### src/rtl/mem_load_unit.sv
// MEM-stage load path: issues a word read over a req/ack handshake, then extracts and
// zero/sign-extends the addressed byte, half or word for the MEM/WB register.
module mem_load_unit #(
    parameter int DATA_WIDTH = 32,
    parameter int TIMEOUT    = 15
) (
    input  logic                  clk,
    input  logic                  rst,
    input  logic                  exmem_valid,
    input  logic [31:0]           exmem_addr,
    input  logic [2:0]            exmem_ld_type,
    input  logic [4:0]            exmem_rd,
    input  logic                  flush,
    output logic                  ready,
    output logic                  stall,
    output logic                  dmem_req,
    output logic [31:0]           dmem_addr,
    input  logic                  dmem_ack,
    input  logic [DATA_WIDTH-1:0] dmem_rdata,
    output logic                  memwb_valid,
    output logic [DATA_WIDTH-1:0] memwb_data,
    output logic [4:0]            memwb_rd,
    output logic                  load_err
);

    localparam logic [2:0] LD_LW  = 3'd0;
    localparam logic [2:0] LD_LB  = 3'd1;
    localparam logic [2:0] LD_LBU = 3'd2;
    localparam logic [2:0] LD_LH  = 3'd3;
    localparam logic [2:0] LD_LHU = 3'd4;

    typedef enum logic [1:0] {IDLE, REQ, DRAIN} state_t;

    state_t                state;
    logic [1:0]            lane;
    logic [2:0]            ld_type;
    logic [4:0]            pend_rd;
    logic [7:0]            wait_cnt;
    logic                  accept;
    logic                  reserved;
    logic                  misaligned;
    logic                  timeout_hit;
    logic [7:0]            byte_val;
    logic [15:0]           half_val;
    logic [DATA_WIDTH-1:0] load_value;

    assign ready       = (state == IDLE) && !flush;
    assign stall       = (state != IDLE);
    assign accept      = (state == IDLE) && exmem_valid && !flush;
    assign reserved    = (exmem_ld_type > LD_LHU);
    assign misaligned  = ((exmem_ld_type == LD_LW) && (exmem_addr[1:0] != 2'b00)) ||
                         (((exmem_ld_type == LD_LH) || (exmem_ld_type == LD_LHU)) && exmem_addr[0]);
    assign timeout_hit = (wait_cnt == 8'(TIMEOUT - 1));

    // Lane selection uses the offset and type latched at accept, not the live EX/MEM inputs.
    always_comb begin
        byte_val = dmem_rdata[7:0];
        case (lane)
            2'd1:    byte_val = dmem_rdata[15:8];
            2'd2:    byte_val = dmem_rdata[23:16];
            2'd3:    byte_val = dmem_rdata[31:24];
            default: byte_val = dmem_rdata[7:0];
        endcase
        half_val = lane[1] ? dmem_rdata[31:16] : dmem_rdata[15:0];
        case (ld_type)
            LD_LB:   load_value = {{24{byte_val[7]}}, byte_val};
            LD_LBU:  load_value = {24'h000000, byte_val};
            LD_LH:   load_value = {{16{half_val[15]}}, half_val};
            LD_LHU:  load_value = {16'h0000, half_val};
            default: load_value = dmem_rdata;
        endcase
    end

    always_ff @(posedge clk or posedge rst) begin
        if (rst) begin
            state       <= IDLE;
            lane        <= 2'b00;
            ld_type     <= LD_LW;
            pend_rd     <= 5'd0;
            wait_cnt    <= 8'd0;
            dmem_req    <= 1'b0;
            dmem_addr   <= 32'h0;
            memwb_valid <= 1'b0;
            memwb_data  <= '0;
            memwb_rd    <= 5'd0;
            load_err    <= 1'b0;
        end else begin
            memwb_valid <= 1'b0;
            load_err    <= 1'b0;
            case (state)
                IDLE: begin
                    if (accept) begin
                        lane    <= exmem_addr[1:0];
                        ld_type <= exmem_ld_type;
                        pend_rd <= exmem_rd;
                        if (misaligned || reserved) begin
                            load_err <= 1'b1;
                        end else begin
                            state     <= REQ;
                            dmem_req  <= 1'b1;
                            dmem_addr <= {exmem_addr[31:2], 2'b00};
                            wait_cnt  <= 8'd0;
                        end
                    end
                end
                REQ: begin
                    if (dmem_ack) begin
                        dmem_req <= 1'b0;
                        state    <= IDLE;
                        if (!flush) begin
                            memwb_valid <= 1'b1;
                            memwb_data  <= load_value;
                            memwb_rd    <= pend_rd;
                        end
                    end else if (timeout_hit) begin
                        // A load squashed in its final wait cycle is not reported as a bus error.
                        dmem_req <= 1'b0;
                        load_err <= !flush;
                        state    <= IDLE;
                    end else begin
                        wait_cnt <= wait_cnt + 8'd1;
                        if (flush) begin
                            state <= DRAIN;
                        end
                    end
                end
                DRAIN: begin
                    if (dmem_ack || timeout_hit) begin
                        dmem_req <= 1'b0;
                        state    <= IDLE;
                    end else begin
                        wait_cnt <= wait_cnt + 8'd1;
                    end
                end
                default: begin
                    dmem_req <= 1'b0;
                    state    <= IDLE;
                end
            endcase
        end
    end

endmodule

### config.mk
export PLATFORM = sky130hd
export DESIGN_NAME = mem_load_unit
export DESIGN_NICKNAME = d
export VERILOG_FILES = /design/src/rtl/mem_load_unit.sv
export SDC_FILE = /design/constraint.sdc
export NUM_CORES = 1
export LEC_CHECK = 0
export ABC_AREA = 1
export CORE_UTILIZATION = 42
export DETAILED_ROUTE_END_ITERATION = 7
export GPL_ROUTABILITY_DRIVEN = 0
export PLACE_DENSITY = 0.78
export RECOVER_POWER = 25
export SLEW_MARGIN = 30
export SYNTH_ARGS = -nofsm -noshare
export SYNTH_HDL_FRONTEND = slang
export SYNTH_SLANG_ARGS = --single-unit
### constraint.sdc
create_clock -name clk -period 3.1 [get_ports clk]
set_input_delay 0.62 -clock clk [delete_from_list [all_inputs] [get_ports clk]]
set_output_delay 0.62 -clock clk [all_outputs]
set_load 0.02 [all_outputs]
==> impl_metrics.json <==
{
  "path_delay_family": "buffers and inverters",
  "met3_usage": 0.0648,
  "period_needed_ps": 2540,
  "synth-seq-cells": 90,
  "diodes": 0,
  "ys_seq_area_frac": 0.484,
  "cp_max_fo": 4,
  "cts_hold_buf": 0,
  "fin_area_mm2": 0.00643,
  "area_growth_pct": 38.1,
  "die_area_mm2": 0.0115,
  "final_util": 0.593,
  "syn_avg_cell_area_um2": 7.25,
  "std_cell_rows": 38,
  "grt_start_max_net_pins": 50,
  "fin_crit_sh": 0.820,
  "netlist_area_mm2": 0.00466,
  "setup.worst_path.start": "state[0]",
  "grtUsageMet2": 0.376,
  "ys_types": 27,
  "drv_slew": 0,
  "synth_fa_ha_area_frac": 0.0188,
  "dp_hpwl_um": 8830,
  "wl_per_cell_um": 13.2,
  "start_util": 0.429,
  "tritoncts": "built",
  "critPathBufInv": 3,
  "yosys-top-cells-area": "dfrtp_1 48%, nand2_1 26%, nand3_1 5.8%",
  "yosys.area_share.simple": 0.392,
  "finalSetupViolations": 0,
  "cp-start-kind": "flip-flop",
  "synth_mux_area_frac": 0,
  "antenna_left": 0,
  "r2r-start": "state[0]",
  "relSlewSlack": 0.177,
  "cp_slowest_cell": "clkdlybuf4s50_1",
  "clk_pin_slew_ps": 90,
  "antenna_found_initial": 0,
  "crit_chain": "inv_1 -> ha_1 -> inv_1 -> nor2_1 -> clkdlybuf4s50_1",
  "root_buffer": "clkbuf_8",
  "layout-drive-gt1-share": 0.0762,
  "fmax_mhz": 394,
  "rsz0062_at_grt": "false",
  "yosys.area.top_type_share": 0.484,
  "crit_type": "flip-flop to output port",
  "die_h_um": 107,
  "dr.pass1.iters": 5,
  "power_leakage_nw": 3.29,
  "hold_violations": 0,
  "worst_pin_slew_ps": 1240,
  "use_met1": 0.289,
  "status": "finished, final reports clean",
  "peakVddDrop_mv": 0.590,
  "drv_cap": 0,
  "placed_area_mm2": 0.00624,
  "vias": 4528,
  "clk_latency_ps": 360,
  "power_density_mw_per_mm2": 944,
  "coreArea_mm2": 0.0108,
  "cts.sinks": 90,
  "synth_xor_area_frac": 0.00188,
  "min_path_type": "flip-flop to flip-flop",
  "grt-busiest-layer": "met2",
  "reg2regPathDepth": 10,
  "holdCritStartpoint": "dmem_addr[25]",
  "grt_pass1_vias": 4445,
  "pin_count": 151,
  "synth_compound_area_frac": 0.0341,
  "numCtsBuffers": 9,
  "vias_per_cell": 4.88,
  "crit_arrival_ps": 1920,
  "crit_required_ps": 2480,
  "yosysTopAreaCell": "dfrtp_1",
  "groute.usage.overall": 0.226,
  "portBuffers": 148,
  "postCtsSetupBuffers": 0,
  "min_path_cells": 2,
  "worst_clock_skew_ps": 5.53,
  "cp-end-kind": "output port",
  "slowest_delay_ps": 620,
  "cts_resized": 0,
  "wl_um": 12200,
  "h-tree-depth": 3,
  "initialDrtViolationCount": 226,
  "synth_top_family_by_area": "simple AND/OR/NAND/NOR gates",
  "crit_top_cell": "inv_1",
  "grt_overflow": 0,
  "postSynthCellCount": 642,
  "path_depth": 5,
  "die_w_um": 107,
  "clockBufferDepth": 2,
  "ys_warn_count": 0,
  "grt_pass1_wl_um": 20400,
  "tns_ps": 0,
  "drc_errors": 0,
  "nets": 866
}
## state kept, by name (all words and copies together), names as in the netlist, 2 cells and up
signal and cells:
state 2, dmem_addr 30, pend_rd 5, wait_cnt 8
memwb_rd 5, lane 2, ld_type 3, memwb_data 32
## layout by cell type, fill, tap and decap left out, drive strengths merged
master	Yosys	layout
buf	17	4
nor2	33	33
o31ai	1	1
bufinv	0	1
nor3b	1	1
clkbuf	9	12
nand2	321	321
o21bai	1	1
or2	24	24
clkdlybuf4s50	0	147
nand4	2	2
conb	1	2
ha	7	7
inv	50	50
a21oi	4	4
dfrtp	90	90
o21ai	24	24
clkinvlp	0	2
nand3	55	55
dlygate4sd3	0	1
xor2	1	1
clkinv	0	3
nand3b	1	1
## per-stage QoR
stage               setup slack, ps  std cells  power [mW]  hold slack, ps
global route                    471        927        6.56             509
CTS                             541        927        6.14             489
global placement                681        911        5.19             461
floorplan                       145        643        3.97             486
detailed placement              655        911        5.27             464
finish                          559        927        6.07             481
## kinds of logic after synthesis
logic type                 Yosys count
DFF                                 90
buffers and inverters               76
xor gates and xnor gates             1
AOI/OAI and AO/OA                   30
adders and majority gates            7
and+or+nand+nor                    437
other                                1
## Yosys cell counts, drive strengths merged
master / instances
clkbuf: 9
nand3b: 1
or2: 24
o21bai: 1
conb: 1
nor3b: 1
nand2: 321
a21oi: 4
buf: 17
xor2: 1
nor2: 33
o21ai: 24
nand4: 2
o31ai: 1
ha: 7
inv: 50
dfrtp: 90
nand3: 55
## routing by layer
layer / wire length, um / share of wire
met5: 0 / 0
met4: 106 / 0.0087
met3: 1040 / 0.085
met2: 5860 / 0.48
met1: 5210 / 0.43
## worst reg2reg max path, delay by kind of cell (launching register included)
| kind | cells | cell delay, ps |
|---|---|---|
| simple gates | 7 | 1060 |
| buf+inv | 2 | 360 |
| flops | 1 | 420 |
| fa+ha+maj | 1 | 210 |
## final timing paths
| path | end | slack, ps |
|---|---|---|
| max in group asynchronous | memwb_data[6] | 1200 |
| hold reg to reg | dmem_addr[25] | 480 |
| min in group asynchronous | dmem_addr[15] | 1040 |
| setup reg to reg | wait_cnt[7] | 950 |
| setup / recovery | ready | 560 |
| hold / removal | dmem_addr[25] | 480 |
## where the power goes
group	switching, mW	internal [mW]	total [mW]
Combinational	1.88	1.37	3.25
Sequential	0.328	1.67	1.99
Clock	0.429	0.396	0.826
Total	2.64	3.43	6.07
## layout make-up
class	instances	area [um^2]
Sequential cell	90	2250
Clock inverter	6	65.1
Fill cell	984	4410
Multi-Input combinational cell	477	2090
Timing Repair Buffer	154	1520
Inverter	50	189
Tap cell	140	175
Clock buffer	10	138
Note: power is estimated with default switching activity, not from simulation.
